File: src/rtl/spi_reg_master_if.sv
// Request/response bundle between a register-access client and spi_reg_master.
// The master modport is the client side; slave is the spi_reg_master side.
interface spi_reg_master_if;
  logic       req_valid;
  logic       req_ready;
  logic       req_write;
  logic [6:0] req_addr;
  logic [7:0] req_wdata;
  logic       rsp_valid;
  logic [7:0] rsp_rdata;
  logic       busy;

  modport master (
    output req_valid, req_write, req_addr, req_wdata,
    input  req_ready, rsp_valid, rsp_rdata, busy
  );

  modport slave (
    input  req_valid, req_write, req_addr, req_wdata,
    output req_ready, rsp_valid, rsp_rdata, busy
  );
endinterface

File: src/rtl/spi_reg_master.sv
// SPI mode-0 initiator issuing one 16-bit register read/write frame per request.
// Define SPI_REG_MASTER_MISO_SYNC_EN to add a 2-flop miso synchroniser (needs CLK_DIV >= 3).
module spi_reg_master #(
  parameter int unsigned CLK_DIV  = 4,
  parameter int unsigned CS_SETUP = 2,
  parameter int unsigned CS_HOLD  = 2,
  parameter int unsigned CS_GAP   = 4
) (
  input  logic            clk,
  input  logic            rst,
  spi_reg_master_if.slave bus,
  output logic            spi_cs,
  output logic            spi_clk,
  output logic            spi_mosi,
  input  logic            spi_miso
);

  localparam logic [2:0] IDLE  = 3'd0;
  localparam logic [2:0] SETUP = 3'd1;
  localparam logic [2:0] SHIFT = 3'd2;
  localparam logic [2:0] HOLD  = 3'd3;
  localparam logic [2:0] GAP   = 3'd4;

  localparam logic [7:0] DIV_LAST   = 8'(CLK_DIV - 1);
  localparam logic [7:0] SETUP_LAST = 8'(CS_SETUP - 1);
  localparam logic [7:0] HOLD_LAST  = 8'(CS_HOLD - 1);
  localparam logic [7:0] GAP_LAST   = 8'(CS_GAP - 1);

  logic miso_in;

`ifdef SPI_REG_MASTER_MISO_SYNC_EN
  // Synchronised miso lags the pin by two clocks, so sample at the end of the high phase.
  localparam bit SAMPLE_LATE = 1'b1;
  logic [1:0] sync_q;

  always_ff @(posedge clk) begin
    if (rst) sync_q <= '0;
    else     sync_q <= {sync_q[0], spi_miso};
  end

  assign miso_in = sync_q[1];
`else
  localparam bit SAMPLE_LATE = 1'b0;
  assign miso_in = spi_miso;
`endif

  logic [2:0]  state_q, state_d;
  logic [7:0]  div_q, div_d;
  logic [4:0]  bit_q, bit_d;
  logic [15:0] tx_q, tx_d;
  logic [7:0]  rx_q, rx_d;
  logic        cs_q, cs_d;
  logic        sclk_q, sclk_d;
  logic        mosi_q, mosi_d;
  logic        rsp_valid_q, rsp_valid_d;
  logic [7:0]  rsp_rdata_q, rsp_rdata_d;

  always_comb begin
    // NOTE: every signal gets a default first so no path through the case infers a latch.
    state_d     = state_q;
    div_d       = div_q;
    bit_d       = bit_q;
    tx_d        = tx_q;
    rx_d        = rx_q;
    sclk_d      = sclk_q;
    rsp_valid_d = 1'b0;
    rsp_rdata_d = rsp_rdata_q;

    case (state_q)
      IDLE: begin
        if (bus.req_valid) begin
          tx_d    = {bus.req_write, bus.req_addr, bus.req_write ? bus.req_wdata : 8'h00};
          state_d = SETUP;
          div_d   = SETUP_LAST;
        end
      end
      SETUP: begin
        if (div_q == 8'd0) begin
          state_d = SHIFT;
          div_d   = DIV_LAST;
          bit_d   = 5'd0;
          sclk_d  = 1'b0;
        end else begin
          div_d = div_q - 8'd1;
        end
      end
      SHIFT: begin
        if (div_q != 8'd0) begin
          div_d = div_q - 8'd1;
        end else if (!sclk_q) begin
          sclk_d = 1'b1;
          div_d  = DIV_LAST;
          if (!SAMPLE_LATE) rx_d = {rx_q[6:0], miso_in};
        end else begin
          sclk_d = 1'b0;
          bit_d  = bit_q + 5'd1;
          if (SAMPLE_LATE) rx_d = {rx_q[6:0], miso_in};
          if (bit_q == 5'd15) begin
            state_d = HOLD;
            div_d   = HOLD_LAST;
          end else begin
            div_d = DIV_LAST;
            tx_d  = {tx_q[14:0], 1'b0};
          end
        end
      end
      HOLD: begin
        if (div_q == 8'd0) begin
          state_d     = GAP;
          div_d       = GAP_LAST;
          rsp_valid_d = 1'b1;
          rsp_rdata_d = rx_q;
        end else begin
          div_d = div_q - 8'd1;
        end
      end
      GAP: begin
        if (div_q == 8'd0) state_d = IDLE;
        else               div_d   = div_q - 8'd1;
      end
      default: state_d = IDLE;
    endcase

    // Pins are registered from the next state so they never glitch.
    cs_d   = !(state_d == SETUP || state_d == SHIFT || state_d == HOLD);
    mosi_d = (state_d == SETUP || state_d == SHIFT) ? tx_d[15] : 1'b0;
  end

  always_ff @(posedge clk) begin
    // NOTE: state registers use non-blocking assignments so all flops update from pre-edge values.
    if (rst) begin
      state_q     <= IDLE;
      div_q       <= '0;
      bit_q       <= '0;
      tx_q        <= '0;
      rx_q        <= '0;
      cs_q        <= 1'b1;
      sclk_q      <= 1'b0;
      mosi_q      <= 1'b0;
      rsp_valid_q <= 1'b0;
      rsp_rdata_q <= '0;
    end else begin
      state_q     <= state_d;
      div_q       <= div_d;
      bit_q       <= bit_d;
      tx_q        <= tx_d;
      rx_q        <= rx_d;
      cs_q        <= cs_d;
      sclk_q      <= sclk_d;
      mosi_q      <= mosi_d;
      rsp_valid_q <= rsp_valid_d;
      rsp_rdata_q <= rsp_rdata_d;
    end
  end

  assign spi_cs        = cs_q;
  assign spi_clk       = sclk_q;
  assign spi_mosi      = mosi_q;
  assign bus.req_ready = (state_q == IDLE) && !rst;
  assign bus.busy      = (state_q != IDLE);
  assign bus.rsp_valid = rsp_valid_q;
  assign bus.rsp_rdata = rsp_rdata_q;

endmodule

File: src/flat_wrapper.sv
// flat-port wrapper written by rule: the top's interface ports become plain ports
module spi_reg_master_flat 
#(
  parameter int unsigned CLK_DIV  = 4,
  parameter int unsigned CS_SETUP = 2,
  parameter int unsigned CS_HOLD  = 2,
  parameter int unsigned CS_GAP   = 4
)
  (clk, rst, spi_cs, spi_clk, spi_mosi, spi_miso, bus_req_valid, bus_req_write, bus_req_addr, bus_req_wdata, bus_req_ready, bus_rsp_valid, bus_rsp_rdata, bus_busy);
  spi_reg_master_if bus_i ();
  input  logic clk;
  input  logic rst;
  output logic spi_cs;
  output logic spi_clk;
  output logic spi_mosi;
  input  logic spi_miso;
  input wire logic [$bits(bus_i.req_valid)-1:0] bus_req_valid;
  input wire logic [$bits(bus_i.req_write)-1:0] bus_req_write;
  input wire logic [$bits(bus_i.req_addr)-1:0] bus_req_addr;
  input wire logic [$bits(bus_i.req_wdata)-1:0] bus_req_wdata;
  output wire logic [$bits(bus_i.req_ready)-1:0] bus_req_ready;
  output wire logic [$bits(bus_i.rsp_valid)-1:0] bus_rsp_valid;
  output wire logic [$bits(bus_i.rsp_rdata)-1:0] bus_rsp_rdata;
  output wire logic [$bits(bus_i.busy)-1:0] bus_busy;
  assign bus_i.req_valid = bus_req_valid;
  assign bus_i.req_write = bus_req_write;
  assign bus_i.req_addr = bus_req_addr;
  assign bus_i.req_wdata = bus_req_wdata;
  assign bus_req_ready = bus_i.req_ready;
  assign bus_rsp_valid = bus_i.rsp_valid;
  assign bus_rsp_rdata = bus_i.rsp_rdata;
  assign bus_busy = bus_i.busy;
  spi_reg_master #(.CLK_DIV(CLK_DIV), .CS_SETUP(CS_SETUP), .CS_HOLD(CS_HOLD), .CS_GAP(CS_GAP)) u_core (.clk(clk), .rst(rst), .bus(bus_i), .spi_cs(spi_cs), .spi_clk(spi_clk), .spi_mosi(spi_mosi), .spi_miso(spi_miso));
endmodule
File: config.mk
export PLATFORM = sky130hd
export DESIGN_NAME = spi_reg_master_flat
export DESIGN_NICKNAME = d
export VERILOG_FILES = /design/src/rtl/spi_reg_master_if.sv /design/src/rtl/spi_reg_master.sv /design/src/flat_wrapper.sv
export SDC_FILE = /design/constraint.sdc
export NUM_CORES = 1
export LEC_CHECK = 0
export BUFFER_PORTS_ARGS = -buffer_cell sky130_fd_sc_hd__buf_2
export CORE_UTILIZATION = 56
export DETAILED_ROUTE_END_ITERATION = 8
export PLACE_DENSITY = 0.8
export SYNTH_ARGS = -nofsm -noshare
export SYNTH_HDL_FRONTEND = slang
export SYNTH_SLANG_ARGS = --single-unit
File: constraint.sdc
create_clock -name clk -period 2.5 [get_ports clk]
set_clock_uncertainty 0.1 [all_clocks]
set_input_delay 0.125 -clock clk [delete_from_list [all_inputs] [get_ports clk]]
set_output_delay 0.125 -clock clk [all_outputs]
set_load 0.03 [all_outputs]
==> results.json, run 1 <==
{
  "status": "finished, final reports clean",
  "drtAntennaViolNets": 0,
  "hpwlAfterDp_um": 3290,
  "core_area_mm2": 0.00403,
  "grt_pass1_vias": 1715,
  "relSlewSlack_pct": 58.0,
  "end_kind": "flip-flop",
  "io_buffers": 33,
  "seq_area_frac_synth_pct": 44.1,
  "fillers": 349,
  "p_leak_nw": 1.08,
  "grtUsageTotal_pct": 22.8,
  "worstPathCellList": "inv_1 -> ha_1 -> or3b_1 -> nor4b_4 -> buf_4 -> a22oi_1 -> a21oi_1",
  "crit_type": "flip-flop to flip-flop",
  "start_util_pct": 58.5,
  "worstPathArrival_ps": 2320,
  "worstPathMaxFanout": 9,
  "cts_hold_buffers": 2,
  "die_w_um": 66.9,
  "via_per_inst": 5.60,
  "row_count": 23,
  "worstMarginPinSlew_ps": 628,
  "grt_setup_unrepaired": "false",
  "mostFrequentLayoutCells": "dfxtp_1, nand2_1, buf_2, nor2_1, a21oi_1",
  "synth_area_mm2": 0.00236,
  "maxSlewViolCount": 0,
  "worst_skew_pair.late_latency_ps": 310,
  "syn-num-nets": 296,
  "cts_root_buffer": "clkbuf_8",
  "cts_tree": "built",
  "setup_viol": 0,
  "timing.hold.ws_ps": 16.2,
  "post_cts_resize_count": 0,
  "power_density_mw_per_mm2": 998,
  "cts.sinks": 52,
  "synthDistinctLibCells": 45,
  "cpPeakStageDelay_ps": 460,
  "grt_max_degree": 28,
  "htree_levels": 2,
  "gp_congestion": 0.836,
  "postSynthCellCount": 272,
  "io_pins": 34,
  "dr.first_iter.drc_count": 149,
  "path_clk_slew_ps": 100,
  "grt_pass1_wl_um": 7720,
  "dieHeight_um": 66.9,
  "die_area_mm2": 0.00447,
  "nets": 328,
  "ir_drop_mv": 0.633,
  "overflow": 0,
  "drv_cap": 0,
  "dr.pass1.iters": 5,
  "ys_ff_latch": 52,
  "fmax_mhz": 458,
  "drcViolationCount": 0,
  "wl_um": 4720,
  "insertedDiodeCount": 0,
  "area_growth_pct": 13.7,
  "dr_total_vias": 1987,
  "drive_gt1_share_pct": 19.7,
  "post_cts_buffers": 0,
  "layout.cells.most_common": "dfxtp_1",
  "totalNegativeSetupSlack_ps": 0,
  "antenna_found_initial": 0,
  "clk_path_buf_depth": 2,
  "syn_avg_cell_area_um2": 8.67,
  "crit_slowest_cell": "or3b_1",
  "critPathRequiredTime_ps": 2640,
  "wl_per_cell_um": 13.3,
  "hold_viol": 0,
  "fin_crit_sh_pct": 87.3,
  "min_period_ps": 2180,
  "start_kind": "flip-flop",
  "cts_buffers": 5,
  "yosysWarnings": 0,
  "hp-class": "input port to flip-flop"
}
worst max-delay path, delay by kind of cell (launching register included):
family / cells / cell delay (ps)
AND/OR/NAND/NOR: 2 / 910
flip-flops: 1 / 350
buffers and inverters: 2 / 340
AO/OA/AOI/OAI: 2 / 250
adder cells (fa/ha/maj): 1 / 160
routing by layer:
layer	vias up	GRT usage, %	wire (um)
li1	1027	-	-
met1	911	30.1	2250
met2	43	36.5	2230
met3	6	4.62	170
met4	0	8.24	61
met5	-	0	0
through the flow:
stage	power (mW)	worst slack, ps	util [%]	area (um^2)	instances
6_report	2.68	316	66.6	2680	355
5_1_grt	2.84	118	66.6	2680	355
4_1_cts	2.68	315	66.6	2680	355
3_5_place_dp	2.18	340	63.7	2570	345
3_3_place_gp	2.16	348	63.7	2570	345
2_1_floorplan	1.90	511	-	2360	272
cells in the mapped netlist, drive strengths merged:
| library cell | instances | area share, % |
|---|---|---|
| dfxtp | 52 | 44 |
| o21bai | 1 | 0.32 |
| a21oi | 33 | 7.6 |
| nand2b | 1 | 0.27 |
| a31oi | 2 | 0.53 |
| nor2 | 30 | 4.8 |
| or3 | 4 | 1.1 |
| nand3 | 1 | 0.21 |
| o22ai | 1 | 0.53 |
| nor4b | 3 | 1.8 |
| a22oi | 15 | 4.8 |
| nor2b | 5 | 1.3 |
| ha | 4 | 2.1 |
| o21ai | 5 | 1.1 |
| nor4 | 3 | 1.4 |
| or3b | 3 | 1.1 |
| inv | 7 | 1.1 |
| o31ai | 1 | 0.32 |
| a311oi | 3 | 1.1 |
| mux2i | 8 | 3.4 |
| o211ai | 2 | 0.64 |
| nor3 | 8 | 1.7 |
| nand3b | 1 | 0.32 |
| nand2 | 34 | 5.4 |
| a211oi | 1 | 0.32 |
| and3 | 3 | 0.80 |
| xor2 | 4 | 1.5 |
| and4bb | 1 | 0.53 |
| o2111ai | 4 | 1.5 |
| and2 | 2 | 0.53 |
| nor3b | 2 | 0.85 |
| nand4 | 2 | 0.53 |
| xnor2 | 4 | 1.5 |
| clkbuf | 10 | 1.6 |
| o32ai | 1 | 0.37 |
| or4 | 3 | 0.95 |
| buf | 8 | 2.0 |
worst paths after layout:
check,startpoint,endpoint,slack (ps),depth (start not counted)
worst min register to register,u_core.tx_q[9],u_core.tx_q[9],360,2
worst max-delay path,u_core.div_q[0],u_core.tx_q[2],320,7
worst max register to register,u_core.div_q[0],u_core.tx_q[2],320,7
worst min-delay path,bus_req_wdata[1],u_core.tx_q[1],20,3
state kept, by name (all words and copies together) (netlist names):
register              cells
u_core.tx_q              16
u_core.bus.rsp_rdata      8
u_core.div_q              8
u_core.rx_q               8
u_core.bit_q              5
u_core.state_q            3
u_core.bus.rsp_valid      1
u_core.spi_clk            1
u_core.spi_cs             1
u_core.spi_mosi           1
power breakdown:
| part | internal (mW) | total (mW) | leakage [nW] | switching, mW |
|---|---|---|---|---|
| clock | 0.204 | 0.495 | 0.0452 | 0.290 |
| sequential | 0.941 | 1.06 | 0.423 | 0.121 |
| combinational | 0.447 | 1.12 | 0.608 | 0.674 |
final cells by class:
cell class	count	area [um^2]	area share (%)
Multi-Input combinational cell	195	1210	45.2
Sequential cell	52	1040	38.8
Timing Repair Buffer	43	245	9.15
Clock buffer	5	68.8	2.57
Tap cell	50	62.6	2.33
Inverter	7	26.3	0.980
Clock inverter	3	25.0	0.933
cell families after synthesis:
logic type,Yosys count,share of synthesized area [%]
compound gates,69,19.1
xor+xnor,8,2.97
fa+ha+maj,4,2.12
buf+inv,25,4.72
flops,52,44.1
mux,8,3.40
simple gates,106,23.6
No activity file was read; power rests on OpenSTA's default activity.
==> run 2: changes to the inputs <==
==> constraint.sdc (replaced) <==
create_clock -name clk -period 2.5 [get_ports clk]
set_clock_uncertainty 0.1 [all_clocks]
set_input_delay 0.5 -clock clk [delete_from_list [all_inputs] [get_ports clk]]
set_output_delay 0.5 -clock clk [all_outputs]
set_load 0.03 [all_outputs]
==> results.json, run 2 (synthesis gave the netlist of run 1 again) <==
{
  "status": "finished, final reports clean",
  "multi_input_area_mm2": 0.00121,
  "worstMarginPinSlew_ps": 641,
  "p_leak_nw": 1.06,
  "post_cts_resize_count": 0,
  "overflow": 0,
  "nets": 325,
  "core_area_mm2": 0.00403,
  "crit_type": "flip-flop to flip-flop",
  "totalNegativeSetupSlack_ps": 0,
  "setup_ws_ps": 255,
  "drv_cap": 0,
  "row_count": 23,
  "cts_buffers": 5,
  "hold_viol": 0,
  "worst-path-buf-inv": 0,
  "start_util_pct": 58.5,
  "grt_pass1_vias": 1796,
  "power_density_mw_per_mm2": 1010,
  "crit_family": "simple AND/OR/NAND/NOR gates",
  "cts.sinks": 52,
  "worstPathCellList": "or3b_2 -> nor4_1 -> o22ai_2 -> a22oi_1 -> nor2_1",
  "start_kind": "flip-flop",
  "maxSlewViolCount": 0,
  "drive_gt1_share_pct": 19.2,
  "gp_congestion": 0.851,
  "clk_path_buf_depth": 2,
  "dr.first_iter.drc_count": 135,
  "layout.cells.most_common": "dfxtp_1",
  "worst_skew_pair.late_latency_ps": 300,
  "dr.pass1.iters": 4,
  "grt_pass1_wl_um": 7990,
  "drcViolationCount": 0,
  "relSlewSlack_pct": 57.3,
  "worstPathMaxFanout": 15,
  "fmax_mhz": 445,
  "min_period_ps": 2240,
  "die_w_um": 66.9,
  "wl_um": 4670,
  "dr_total_vias": 2021,
  "via_per_inst": 5.74,
  "hpwlAfterDp_um": 3180,
  "regMostFlops": "u_core.tx_q",
  "path_clk_slew_ps": 90,
  "wl_per_cell_um": 13.3,
  "cpPeakStageDelay_ps": 610,
  "r2r_cells": 5,
  "instances_no_fill": 352,
  "mostFrequentLayoutCells": "dfxtp_1, nand2_1, buf_2, nor2_1, a21oi_1",
  "cp.depth": 5,
  "crit_slowest_cell": "dfxtp_1",
  "placed_cells": 344,
  "critPathRequiredTime_ps": 2590,
  "worstPathArrival_ps": 2340,
  "cts_hold_buffers": 0,
  "largest_reg_flops": 16,
  "finalPower_mw": 2.67,
  "area_growth_pct": 12.5,
  "grt_setup_unrepaired": "false",
  "dieHeight_um": 66.9,
  "setup_viol": 0,
  "dpl-instance-area_mm2": 0.00256,
  "io_buffers": 33,
  "insertedDiodeCount": 0,
  "min_path_cells": 3,
  "htree_levels": 2,
  "die_area_mm2": 0.00447,
  "grt_max_degree": 32,
  "ir_drop_mv": 0.477,
  "end_kind": "flip-flop",
  "drtAntennaViolNets": 0,
  "hp-class": "input port to flip-flop",
  "antenna_found_initial": 0,
  "fin_crit_sh_pct": 89.8,
  "post_cts_buffers": 0,
  "fillers": 347,
  "final_cell_area_mm2": 0.00265,
  "grtUsageTotal_pct": 23.4,
  "cts_tree": "built",
  "cts_root_buffer": "clkbuf_8",
  "regArea_mm2": 0.00104,
  "post-place-ws_ps": 301,
  "io_pins": 34
}
## run 2: layout make-up
| class | instances | share of cell area [%] |
|---|---|---|
| clock inverter | 1 | 0.283 |
| inverter | 7 | 0.990 |
| clock buffer | 7 | 3.25 |
| tap | 50 | 2.36 |
| sequential | 52 | 39.2 |
| timing repair buffer | 40 | 8.20 |
| multi-input combinational | 195 | 45.7 |
## run 2: per-layer routing
| layer | up-vias | track usage (%) | wire, um |
|---|---|---|---|
| met5 | - | 0 | 0 |
| met4 | 0 | 7.98 | 82 |
| met3 | 12 | 5.48 | 223 |
| met2 | 62 | 37.5 | 2130 |
| met1 | 925 | 30.4 | 2240 |
| li1 | 1022 | - | - |
## run 2: final timing paths
| path | from | endpoint | slack, ps |
|---|---|---|---|
| hold / removal | bus_req_wdata[0] | u_core.tx_q[0] | 330 |
| setup / recovery | u_core.state_q[1] | u_core.tx_q[0] | 260 |
| hold reg to reg | u_core.bus.rsp_rdata[6] | u_core.bus.rsp_rdata[6] | 360 |
| setup reg to reg | u_core.state_q[1] | u_core.tx_q[0] | 260 |
## run 2: stage by stage
stage	utilization, %	hold slack [ps]
finish	65.9	335
global route	65.9	335
CTS	65.9	326
detailed placement	63.5	343
global placement	63.5	341
floorplan	-	332
## run 2: worst reg2reg max path: cells and delay by family (launching register included)
kind	cells	cell delay, ps
compound gates	2	540
flops	1	610
simple gates	3	890
## run 2: where the power goes
part	internal, mW	leakage (nW)	total, mW	switching, mW
clock	0.225	0.0445	0.491	0.265
combinational	0.437	0.594	1.10	0.662
sequential	0.940	0.423	1.08	0.137
total	1.60	1.06	2.67	1.06
